### src/rtl/stage_map_renderer.sv
// Stage tile-map renderer: walks the MAP_W x MAP_H tile map (or one tile) and emits
// one registered plot command per pixel. Optional macro TILE_BORDER_EN outlines non-floor tiles in black.
module stage_map_renderer #(
  parameter int TILE_SIZE = 8,
  parameter int MAP_W     = 11,
  parameter int MAP_H     = 11,
  parameter int ORIGIN_X  = 36,
  parameter int ORIGIN_Y  = 16
) (
  input  logic       clock,
  input  logic       reset,
  input  logic       start,
  input  logic       single,
  input  logic [6:0] tile_sel,
  output logic [6:0] map_addr,
  input  logic [3:0] map_data,
  output logic [7:0] x_out,
  output logic [6:0] y_out,
  output logic [2:0] colour_out,
  output logic       plot,
  output logic       busy,
  output logic       done
);

  localparam int SH      = $clog2(TILE_SIZE);
  localparam int PW      = (SH < 1) ? 1 : SH;
  localparam int N_TILES = MAP_W * MAP_H;
  localparam logic [PW-1:0] P_LAST = PW'(TILE_SIZE - 1);

  typedef enum logic [2:0] {
    S_IDLE,
    S_FETCH,
    S_LATCH,
    S_DRAW,
    S_DONE
  } state_t;

  state_t r_state;
  state_t w_next;

  logic          r_single;
  logic [6:0]    r_index;
  logic [3:0]    r_col;
  logic [3:0]    r_row;
  logic [PW-1:0] r_px;
  logic [PW-1:0] r_py;
  logic [2:0]    r_fill;
  logic [6:0]    r_map_addr;
  logic [7:0]    r_x;
  logic [6:0]    r_y;
  logic [2:0]    r_colour;
  logic          r_plot;

  logic [3:0]    w_sel_row;
  logic [3:0]    w_sel_col;
  logic          w_sel_valid;
  logic          w_idx_valid;
  logic          w_more;
  logic          w_last_px;
  logic [PW-1:0] w_px_n;
  logic [PW-1:0] w_py_n;
  logic [7:0]    w_base_x;
  logic [6:0]    w_base_y;
  logic [2:0]    w_fill_in;
  logic [2:0]    w_first_colour;
  logic [2:0]    w_draw_colour;

  // Row/column of tile_sel by comparison against row start offsets (no divider).
  always_comb begin
    w_sel_row = '0;
    w_sel_col = 4'(tile_sel);
    for (int r = 1; r < MAP_H; r++) begin
      if (tile_sel >= 7'(r * MAP_W)) begin
        w_sel_row = 4'(r);
        w_sel_col = 4'(tile_sel - 7'(r * MAP_W));
      end
    end
  end

  assign w_sel_valid = (tile_sel < 7'(N_TILES));
  assign w_idx_valid = (r_index < 7'(N_TILES));
  assign w_more      = !r_single && (r_index < 7'(N_TILES - 1));
  assign w_last_px   = (r_px == P_LAST) && (r_py == P_LAST);
  assign w_px_n      = (r_px == P_LAST) ? '0 : r_px + 1'b1;
  assign w_py_n      = (r_px == P_LAST) ? r_py + 1'b1 : r_py;
  assign w_base_x    = 8'(ORIGIN_X) + (8'(r_col) << SH);
  assign w_base_y    = 7'(ORIGIN_Y) + (7'(r_row) << SH);

  always_comb begin
    case (map_data)
      4'd0:    w_fill_in = 3'b010;
      4'd1:    w_fill_in = 3'b111;
      4'd2:    w_fill_in = 3'b110;
      4'd3:    w_fill_in = 3'b100;
      4'd4:    w_fill_in = 3'b101;
      default: w_fill_in = 3'b001;
    endcase
  end

`ifdef TILE_BORDER_EN
  logic [3:0] r_code;

  // Pixel (0,0) is always on the outline, so the first colour only depends on the code.
  assign w_first_colour = (map_data != 4'd0) ? 3'b000 : w_fill_in;
  assign w_draw_colour  = ((r_code != 4'd0) &&
                           (w_px_n == '0 || w_px_n == P_LAST ||
                            w_py_n == '0 || w_py_n == P_LAST)) ? 3'b000 : r_fill;

  always_ff @(posedge clock) begin
    if (reset) begin
      r_code <= '0;
    end else if (r_state == S_LATCH) begin
      r_code <= map_data;
    end
  end
`else
  assign w_first_colour = w_fill_in;
  assign w_draw_colour  = r_fill;
`endif

  always_ff @(posedge clock) begin
    if (reset) begin
      r_state <= S_IDLE;
    end else begin
      r_state <= w_next;
    end
  end

  // An out-of-range single tile uses its FETCH slot as the range check and skips to DONE.
  always_comb begin
    w_next = r_state;
    case (r_state)
      S_IDLE:  if (start) w_next = S_FETCH;
      S_FETCH: w_next = w_idx_valid ? S_LATCH : S_DONE;
      S_LATCH: w_next = S_DRAW;
      S_DRAW:  if (w_last_px) w_next = w_more ? S_FETCH : S_DONE;
      S_DONE:  w_next = S_IDLE;
      default: w_next = S_IDLE;
    endcase
  end

  // Pixel outputs are loaded one edge ahead so they line up with the DRAW cycles.
  always_ff @(posedge clock) begin
    if (reset) begin
      r_single   <= 1'b0;
      r_index    <= '0;
      r_col      <= '0;
      r_row      <= '0;
      r_px       <= '0;
      r_py       <= '0;
      r_fill     <= '0;
      r_map_addr <= '0;
      r_x        <= '0;
      r_y        <= '0;
      r_colour   <= '0;
      r_plot     <= 1'b0;
    end else begin
      case (r_state)
        S_IDLE: begin
          r_plot <= 1'b0;
          if (start) begin
            r_single <= single;
            if (single) begin
              r_index <= tile_sel;
              r_col   <= w_sel_col;
              r_row   <= w_sel_row;
              if (w_sel_valid) r_map_addr <= tile_sel;
            end else begin
              r_index    <= '0;
              r_col      <= '0;
              r_row      <= '0;
              r_map_addr <= '0;
            end
          end
        end
        S_LATCH: begin
          r_fill   <= w_fill_in;
          r_px     <= '0;
          r_py     <= '0;
          r_plot   <= 1'b1;
          r_x      <= w_base_x;
          r_y      <= w_base_y;
          r_colour <= w_first_colour;
        end
        S_DRAW: begin
          if (w_last_px) begin
            r_plot <= 1'b0;
            if (w_more) begin
              r_index    <= r_index + 7'd1;
              r_map_addr <= r_index + 7'd1;
              if (r_col == 4'(MAP_W - 1)) begin
                r_col <= '0;
                r_row <= r_row + 4'd1;
              end else begin
                r_col <= r_col + 4'd1;
              end
            end
          end else begin
            r_px     <= w_px_n;
            r_py     <= w_py_n;
            r_x      <= w_base_x + 8'(w_px_n);
            r_y      <= w_base_y + 7'(w_py_n);
            r_colour <= w_draw_colour;
          end
        end
        default: r_plot <= 1'b0;
      endcase
    end
  end

  assign map_addr   = r_map_addr;
  assign x_out      = r_x;
  assign y_out      = r_y;
  assign colour_out = r_colour;
  assign plot       = r_plot;
  assign busy       = (r_state != S_IDLE);
  assign done       = (r_state == S_DONE);

endmodule

### config.mk
export PLATFORM = sky130hd
export DESIGN_NAME = stage_map_renderer
export DESIGN_NICKNAME = d
export VERILOG_FILES = /design/src/rtl/stage_map_renderer.sv
export SDC_FILE = /design/constraint.sdc
export NUM_CORES = 1
export LEC_CHECK = 0
export ABC_AREA = 1
export BUFFER_PORTS_ARGS = -buffer_cell sky130_fd_sc_hd__clkbuf_2
export CAP_MARGIN = 5
export CORE_MARGIN = 5
export CORE_UTILIZATION = 63
export DETAILED_ROUTE_END_ITERATION = 8
export PLACE_DENSITY = 0.93
export REMOVE_ABC_BUFFERS = 1
export SYNTH_ARGS = -nofsm -noshare
export SYNTH_HDL_FRONTEND = slang
export SYNTH_SLANG_ARGS = --single-unit
### constraint.sdc
create_clock -name clock -period 4.2 [get_ports clock]
set_input_delay 0.42 -clock clock [delete_from_list [all_inputs] [get_ports clock]]
set_output_delay 0.42 -clock clock [all_outputs]
set_load 0.005 [all_outputs]
==> results.yml, run 1 <==
yosys:
  yosys_warnings: 0
  synth-seq-cells: 49
  synth.avg_cell_area_sq_um: 6.62
  synthArstFlopShare: 0
  ys.flop_type: "dfxtp_1"
  synth_common_cells: "103 x nand2_1, 56 x o21ai_0, 55 x nor2_1"
  synth_top_area_share: 0.294
  ys_seq_area_frac: 0.294
  netlist_instances: 504
  synth.most_common_cell: "nand2_1"
  synth_area_sq_um: 3340
  synth_largest_area_cell: "dfxtp_1"
  synth_cell_type_count: 39
  synth_edf_count: 0
  synth.area.top_cells: "dfxtp_1 29%, nand2_1 12%, ha_1 9.0%, o21ai_0 8.4%, a21oi_1 8.1%"
routing:
  wl_per_cell_um: 13.8
  vias: 3506
  detail_route.first_pass.iterations: 5
  viasPerCell: 5.75
  finalWirelength_um: 8400
  drt_iter0_drc: 299
  drc: 0
  final_antenna_net_count: 0
clock_tree:
  clkTransAtPathRegs_ps: 90
  clock_latency_ps: 300
  cts_resized: 0
  numCtsBuffers: 5
  cts_tree: "yes"
  clock_sinks: 49
  clock_path_buffers: 2
  post_cts_buffers: 0
  cts_hold_buf: 0
  cts_max_level: 2
  cts-root-buf: "clkbuf_8"
pwr:
  power_frac_comb: 0.449
  switchingPower_uw: 897
  intPower_uw: 1180
  pwr-share-seq: 0.381
  vdd_drop_max_mv: 0.277
  power_leakage_uw: 0.00176
  p_sw_frac: 0.433
  power.density_nw_per_um2: 563
  p_clk_frac: 0.169
worst_setup_path:
  r2r-start: "r_px[1]"
  critPathCaptureType: "register"
  path_max_fanout: 22
  worstPathArrival_ps: 2560
  worstRegToRegCells: 8
  r2r_slack_ps: 1840
  critPathKind: "reg -> reg"
  rr_endpoint: "colour_out[2]"
  start_kind: "register"
  cp-endpoint: "colour_out[2]"
  required_ps: 4400
  cp-startpoint: "r_px[1]"
sta:
  grt_setup_unrepaired: "false"
  fin_tns_setup_ps: 0
  max_freq_ghz: 0.423
  tightest_slew_ps: 879
  min_period_ps: 2360
  fin_skew_ps: 3.15
  layout_worst_path_cycle_share: 0.563
  slew_headroom: 0.413
  slew_violations: 0
  setup_violations: 0
  hold_viol_final: 0
  whs_ps: 401
global_routing:
  gr-usage-met3: 0.0346
  grt_pass1_wl_um: 14000
  grt_pass1_vias: 3260
  antenna_found_initial: 0
  grt.total_usage: 0.260
  grt.met2_usage: 0.452
  grt_max_degree: 35
  met1_usage: 0.305
  busiest_layer: "met2"
  grt_overflow_total: 0
cells_and_area:
  nets: 578
  drive_gt1_frac: 0.159
  area_growth_pct: 10.4
  antenna_cells: 0
  num-fill-cells: 441
placement:
  gp_congestion: 0.950
  post-dp-hpwl_um: 6240
  portBuffers: 42
floorplan:
  ioPinCount: 43
  core_region_area_sq_um: 5140
  fp.dieArea_sq_um: 6850
  initial_core_util: 0.649
  num_rows: 26
  die_y_um: 82.8
  die_w_um: 82.8
status:
  status: "complete, no violations"
hold_path:
  hp-class: "in -> reg"
flow_run:
  drv_cap: 0
[registers in the layout, summed over array words and instances, names as in the netlist]
name	cells
colour_out	3
map_addr	7
plot	1
r_col	4
r_fill	3
r_index	7
r_px	3
r_py	2
r_row	4
r_single	1
r_state	3
x_out	6
y_out	5
[routing by layer]
layer	part of all wire	wire length, um	vias to the layer above
li1	-	-	1740
met1	0.41	3450	1595
met2	0.50	4180	146
met3	0.059	492	25
met4	0.033	274	0
met5	0	0	-
[worst min-delay path by stage]
stage	depth (start not counted)	start	to	slack (ps)
6_report	3	start	r_single	400
3_5_place_dp	2	r_single	r_single	460
5_1_grt	3	start	r_single	410
3_3_place_gp	2	r_fill[0]	r_fill[0]	440
2_1_floorplan	2	r_fill[0]	r_fill[0]	430
4_1_cts	3	start	r_single	390
[metrics by stage]
step           setup slack, ps  total power (uW)  area [sq um]  utilization  cells
6_report                  1840              2070          3680        0.717    610
2_1_floorplan             2270              1410          3270            -    490
5_1_grt                   1600              2250          3680        0.717    610
3_3_place_gp              1780              1670          3560        0.694    602
3_5_place_dp              1760              1710          3560        0.694    602
4_1_cts                   1880              2060          3680        0.717    610
[placed cells by master, fill, tap and decap left out, types with 12 or more instances in the layout]
master	instances
a21oi_1	54
clkbuf_2	42
dfxtp_1	49
ha_1	24
inv_1	52
inv_2	12
nand2_1	103
nand3_1	16
nor2_1	55
o21ai_0	56
[cell families (layout without fill, tap and decap cells)]
kind of cell / after synthesis / in the layout / share of synthesized area
xor gates and xnor gates: 11 / 11 / 0.0289
DFF: 49 / 49 / 0.294
buffers and inverters: 79 / 115 / 0.0959
adders and majority gates: 24 / 24 / 0.0900
and+or+nand+nor: 194 / 194 / 0.241
AOI/OAI and AO/OA: 147 / 147 / 0.250
[worst max-delay path, stage by stage, from the launching register on]
cell and delay (ps):
dfxtp_1 390, ha_1 180, ha_1 190, a21oi_1 110, nor2_1 490, inv_1 460, o21a_1 280, o21ai_0 80
inv_1 70
[final cells by class]
cell class | count | area, sq um | area share
multi-input combinational | 376 | 2040 | 0.553
sequential | 49 | 981 | 0.266
inverter | 65 | 249 | 0.0676
timing repair buffer | 42 | 210 | 0.0570
tap | 70 | 87.6 | 0.0238
clock buffer | 6 | 82.6 | 0.0224
clock inverter | 2 | 37.5 | 0.0102
[power by group through the flow]
stage	clock network (uW)	logic, uW	registers [uW]
after detailed placement	0	913	796
after CTS	354	924	787
after global routing	379	1060	812
final	351	931	791
after floorplan	0	629	780
after global placement	0	880	788
Power figures use the tool's default switching activity.
==> run 2, diff against run 1 <==
CORE_UTILIZATION = 58   (was 63)
PLACE_DENSITY = 0.87   (was 0.93)
clock period = 2.5 ns   (was 4.2 ns; I/O delays follow)
==> run 2 against run 1 <==
Register-to-register slack lost 1400 ps. Combinational power grew 75%. Clock-buffer cell count grew 1. Cell count grew 1.6%. Setup slack lost 1400 ps. Routed wire length grew 3.8%.
==> results.yml, run 2 (synthesis results as in run 1) <==
status:
  status: "complete, no violations"
worst_setup_path:
  required_ps: 2680
  worstPathCellList: "ha_1, ha_1, a21oi_1, inv_1, nand2_1, nor2_2, inv_2, o21ai_0, a21oi_1"
  r2r-start: "r_px[0]"
  slowest_delay_ps: 390
  start_kind: "register"
  path_max_fanout: 18
  critPathCaptureType: "register"
  cp_top_family: "compound AO/OA/AOI/OAI gates"
  slowest_stage: "dfxtp_1"
  rr_endpoint: "map_addr[0]"
  r2r_slack_ps: 400
  worst-path-stages: 9
  worstPathArrival_ps: 2280
  critPathBufInv: 2
  worstRegToRegCells: 9
  critPathKind: "reg -> reg"
cells_and_area:
  final_common_cell: "nand2_1"
  nets: 587
  area_growth_pct: 11.5
  fin_area_sq_um: 3720
  layout_common_cells: "103 x nand2_1, 56 x o21ai_0, 55 x nor2_1"
  drive_gt1_frac: 0.170
  stdcell_count: 620
  antenna_cells: 0
sta:
  slew_headroom: 0.618
  layout_worst_path_cycle_share: 0.842
  setup_violations: 0
  grt_setup_unrepaired: "false"
  hold_viol_final: 0
  setup_ws_ps: 395
  min_period_ps: 2100
  slew_violations: 0
  fin_tns_setup_ps: 0
  tightest_slew_ps: 567
  fin_skew_ps: 5.11
  max_freq_ghz: 0.475
floorplan:
  num_rows: 27
  die_w_um: 85.9
  initial_core_util: 0.603
  core_region_area_sq_um: 5540
  die_y_um: 85.9
  fp.dieArea_sq_um: 7370
  ioPinCount: 43
routing:
  vias: 3487
  detail_route.first_pass.iterations: 8
  drt_iter0_drc: 278
  drc: 0
  finalWirelength_um: 8710
  wl_per_cell_um: 14.1
  viasPerCell: 5.62
  final_antenna_net_count: 0
pwr:
  power.density_nw_per_um2: 921
  vdd_drop_max_mv: 0.578
  power_leakage_uw: 0.00179
  power.total_uw: 3430
placement:
  gp_congestion: 0.943
  post-dp-hpwl_um: 6590
  place_area_sq_um: 3630
  post-place-cells: 613
  pre_cts_ws_ps: 292
  portBuffers: 42
clock_tree:
  cts_tree: "yes"
  cts_hold_buf: 0
  post_cts_buffers: 0
  clkTransAtPathRegs_ps: 90
  numCtsBuffers: 5
  clock_latency_ps: 300
  clock_path_buffers: 2
  clock_sinks: 49
  cts_resized: 0
  cts_max_level: 2
  cts-root-buf: "clkbuf_8"
hold_path:
  hp-class: "in -> reg"
  min_to: "r_single"
  hold_depth: 3
  min-delay-start: "start"
global_routing:
  grt_overflow_total: 0
  grt_max_degree: 19
  grt.total_usage: 0.242
  grt_pass1_vias: 3246
  antenna_found_initial: 0
  grt_pass1_wl_um: 14800
flow_run:
  drv_cap: 0
[run 2: routing by layer]
layer,global-route usage,share of wire,vias to the layer above
met4,0.0705,0.017,0
met2,0.434,0.52,159
met1,0.295,0.39,1567
met3,0.0394,0.073,18
met5,0,0,-
li1,-,-,1743
[run 2: layout make-up]
class / count / area (sq um)
Sequential cell: 49 / 981
Clock buffer: 7 / 86.3
Tap cell: 72 / 90.1
Fill cell: 494 / 1820
Timing Repair Buffer: 51 / 278
Inverter: 65 / 249
Multi-Input combinational cell: 376 / 2040
[run 2: report_power, final]
part	switching, uW	total (uW)	internal [uW]
logic	1040	1630	591
clock network	246	466	220
registers	233	1330	1100
[run 2: worst reg2reg max path, stage by stage (launching register included)]
cell and delay [ps]:
dfxtp_1 390, ha_1 180, ha_1 200, a21oi_1 120, inv_1 90, nand2_1 90
nor2_2 280, inv_2 210, o21ai_0 320, a21oi_1 110
[run 2: how the worst max path moves through the flow]
stage / startpoint / end / slack [ps]
2_1_floorplan: r_px[0] / colour_out[2] / 600
3_3_place_gp: tile_sel[1] / r_col[2] / 410
3_5_place_dp: tile_sel[1] / r_col[1] / 290
4_1_cts: r_px[0] / map_addr[0] / 420
5_1_grt: r_px[0] / map_addr[2] / 200
6_report: r_px[0] / map_addr[0] / 400
[run 2: metrics by stage]
| step | hold slack (ps) | util |
|---|---|---|
| after floorplan | 319 | - |
| final | 226 | 0.672 |
| after detailed placement | 442 | 0.656 |
| after CTS | 224 | 0.672 |
| after global placement | 432 | 0.656 |
| after global routing | 241 | 0.672 |
==> run 3, diff against run 2 <==
ABC_AREA = 0   (was 1)
CORE_UTILIZATION = 53   (was 58)
PLACE_DENSITY = 0.84   (was 0.87)
clock period = 1.9 ns   (was 2.5 ns; I/O delays follow)
==> run 3 against run 2 <==
The run now ends with setup timing left. Worst hold slack got worse by 27 ps. Critical path depth decreased by 3. Sequential cell count unchanged. Routed wire length up 29%. Clock skew grew 0.58 ps. Largest power group unchanged.
==> results.yml, run 3 <==
worst_setup_path:
  slowest_delay_ps: 540
  cp_top_family: "simple AND/OR/NAND/NOR gates"
  worstPathArrival_ps: 2130
  path_max_fanout: 4
  start_kind: "register"
  worstPathCellList: "or4b_4, o21a_4, o311a_1, nor2_2, nand3_1, o211a_1"
  rr_endpoint: "r_col[1]"
  critPathBufInv: 0
  slowest_stage: "or4b_4"
  worstRegToRegCells: 6
  required_ps: 2110
  critPathKind: "reg -> reg"
  r2r-start: "r_state[0]"
  critPathCaptureType: "register"
  r2r_slack_ps: -20
clock_tree:
  clock_sinks: 49
  clock_path_buffers: 2
  numCtsBuffers: 5
  cts_max_level: 2
  clock_latency_ps: 310
  cts_tree: "yes"
  cts-root-buf: "clkbuf_8"
  cts_hold_buf: 0
  clkTransAtPathRegs_ps: 100
sta:
  max_freq_ghz: 0.521
  grt_setup_unrepaired: "true"
  min_period_ps: 1920
  tightest_slew_ps: 464
  setup_violations: 3
  slew_violations: 0
  setup_ws_ps: -18.6
  fin_skew_ps: 5.68
  fin_tns_setup_ps: -29.7
  whs_ps: 199
  slew_headroom: 0.689
  hold_viol_final: 0
  layout_worst_path_cycle_share: 1.01
pwr:
  pwr-share-seq: 0.363
  power_frac_comb: 0.418
  intPower_uw: 2260
  p_sw_frac: 0.358
  p_clk_frac: 0.219
  power.density_nw_per_um2: 757
  vdd_drop_max_mv: 0.768
  switchingPower_uw: 1260
  power_leakage_uw: 0.00209
routing:
  drt_iter0_drc: 326
  final_antenna_net_count: 0
  detail_route.first_pass.iterations: 5
  viasPerCell: 6.22
  wl_per_cell_um: 17.3
  vias: 4052
  drc: 0
  finalWirelength_um: 11200
yosys:
  synth-seq-cells: 49
  synth.most_common_cell: "nor2_1"
  yosys_warnings: 0
  synth_largest_area_cell: "dfxtp_1"
  synth.area.top_cells: "dfxtp_1 28%, ha_1 8.6%, nor2_1 5.6%, nand2_1 5.4%, a21oi_1 5.1%"
  synth_edf_count: 0
  netlist_instances: 457
  ys.flop_type: "dfxtp_1"
  ys_seq_area_frac: 0.280
  synth_common_cells: "52 x nor2_1, 50 x nand2_1, 49 x dfxtp_1"
  synth_cell_type_count: 67
  synthArstFlopShare: 0
  synth_top_area_share: 0.280
  synth_area_sq_um: 3510
  synth.avg_cell_area_sq_um: 7.67
placement:
  portBuffers: 42
  post-dp-hpwl_um: 8250
  gp_congestion: 0.957
global_routing:
  grt_pass1_wl_um: 18100
  grt_max_degree: 29
  antenna_found_initial: 0
  grt_pass1_vias: 3890
  grt.total_usage: 0.259
  grt_overflow_total: 0
floorplan:
  core_region_area_sq_um: 6390
  ioPinCount: 43
  fp.dieArea_sq_um: 8340
  die_y_um: 91.3
  initial_core_util: 0.549
  num_rows: 29
  die_w_um: 91.3
cells_and_area:
  layout_common_cells: "98 x buf_4, 50 x nor2_1, 50 x nand2_1"
  nets: 612
  drive_gt1_frac: 0.329
  antenna_cells: 0
  final_common_cell: "buf_4"
  area_growth_pct: 32.5
hold_path:
  min_to: "r_single"
  min-delay-start: "start"
  hold_depth: 3
  hp-class: "in -> reg"
flow_run:
  drv_cap: 0
status:
  violations: "setup timing"
  status: "finished, violations left"
==> run 3: changes by cell type after synthesis, sizes merged, moves of 6 or more <==
cell,previous run,this run
buf,9,17
o21ai,66,26
or3,0,6
a21oi,59,36
nor2,60,54
nand2,108,50
clkbuf,5,15
inv,65,15
a211oi,0,16
==> run 3: routing by layer <==
metal | track usage | part of all wire | routed length, um
met3 | 0.0430 | 0.073 | 821
met2 | 0.441 | 0.47 | 5330
met1 | 0.319 | 0.41 | 4660
met4 | 0.121 | 0.037 | 421
met5 | 0 | 0 | 0
==> run 3: repair_timing <==
action,CTS,global route
setup endpoints to repair,15,30
pin swaps,4,16
gates resized for setup,10,31
setup buffers,2,7
==> run 3: logic make-up (layout without fill, tap and decap cells) <==
group / after synthesis / count (layout) / share of synthesized area
AO/OA/AOI/OAI: 151 / 151 / 0.294
buffers and inverters: 47 / 164 / 0.0614
XOR/XNOR: 16 / 16 / 0.0400
flip-flops: 49 / 49 / 0.280
multiplexers: 4 / 4 / 0.0118
adder cells (fa/ha/maj): 24 / 24 / 0.0856
AND/OR/NAND/NOR: 166 / 166 / 0.227
==> run 3: power groups by stage <==
| stage | logic, uW | registers (uW) | clock network [uW] |
|---|---|---|---|
| after floorplan | 669 | 1320 | 0 |
| after global placement | 1320 | 1290 | 0 |
| after detailed placement | 1350 | 1300 | 0 |
| after CTS | 1370 | 1280 | 783 |
| after global routing | 1600 | 1300 | 838 |
| final | 1470 | 1280 | 771 |
==> run 3: layout make-up <==
| type | count | area [sq um] |
|---|---|---|
| Clock buffer | 5 | 68.8 |
| Clock inverter | 3 | 43.8 |
| Fill cell | 481 | 1740 |
| Inverter | 15 | 56.3 |
| Multi-Input combinational cell | 361 | 2440 |
| Sequential cell | 49 | 987 |
| Tap cell | 77 | 96.3 |
| Timing Repair Buffer | 141 | 957 |
==> run 3: worst max path at each step <==
stage / startpoint / to / slack, ps / cells past startpoint
2_1_floorplan: r_state[1] / r_col[3] / -640 / 6
3_3_place_gp: tile_sel[2] / r_col[0] / -470 / 10
3_5_place_dp: tile_sel[2] / r_col[0] / -390 / 10
4_1_cts: tile_sel[2] / r_col[3] / 0.05 / 9
5_1_grt: tile_sel[0] / r_col[3] / -110 / 10
6_report: r_state[0] / r_col[1] / -20 / 6
==> run 3: tightest hold or removal path: stages <==
cell,delay (ps)
clkbuf_2,100
nand3_1,110
a21oi_1,70
==> run 3: through the flow <==
stage / power (uW) / util / std cells / area (sq um) / setup WS, ps
after floorplan: 1990 / - / 425 / 3350 / -645
after global placement: 2610 / 0.681 / 635 / 4350 / -470
after detailed placement: 2650 / 0.681 / 635 / 4350 / -392
after CTS: 3430 / 0.703 / 644 / 4490 / 0.0531
after global routing: 3740 / 0.727 / 651 / 4650 / -107
final: 3520 / 0.727 / 651 / 4650 / -18.6
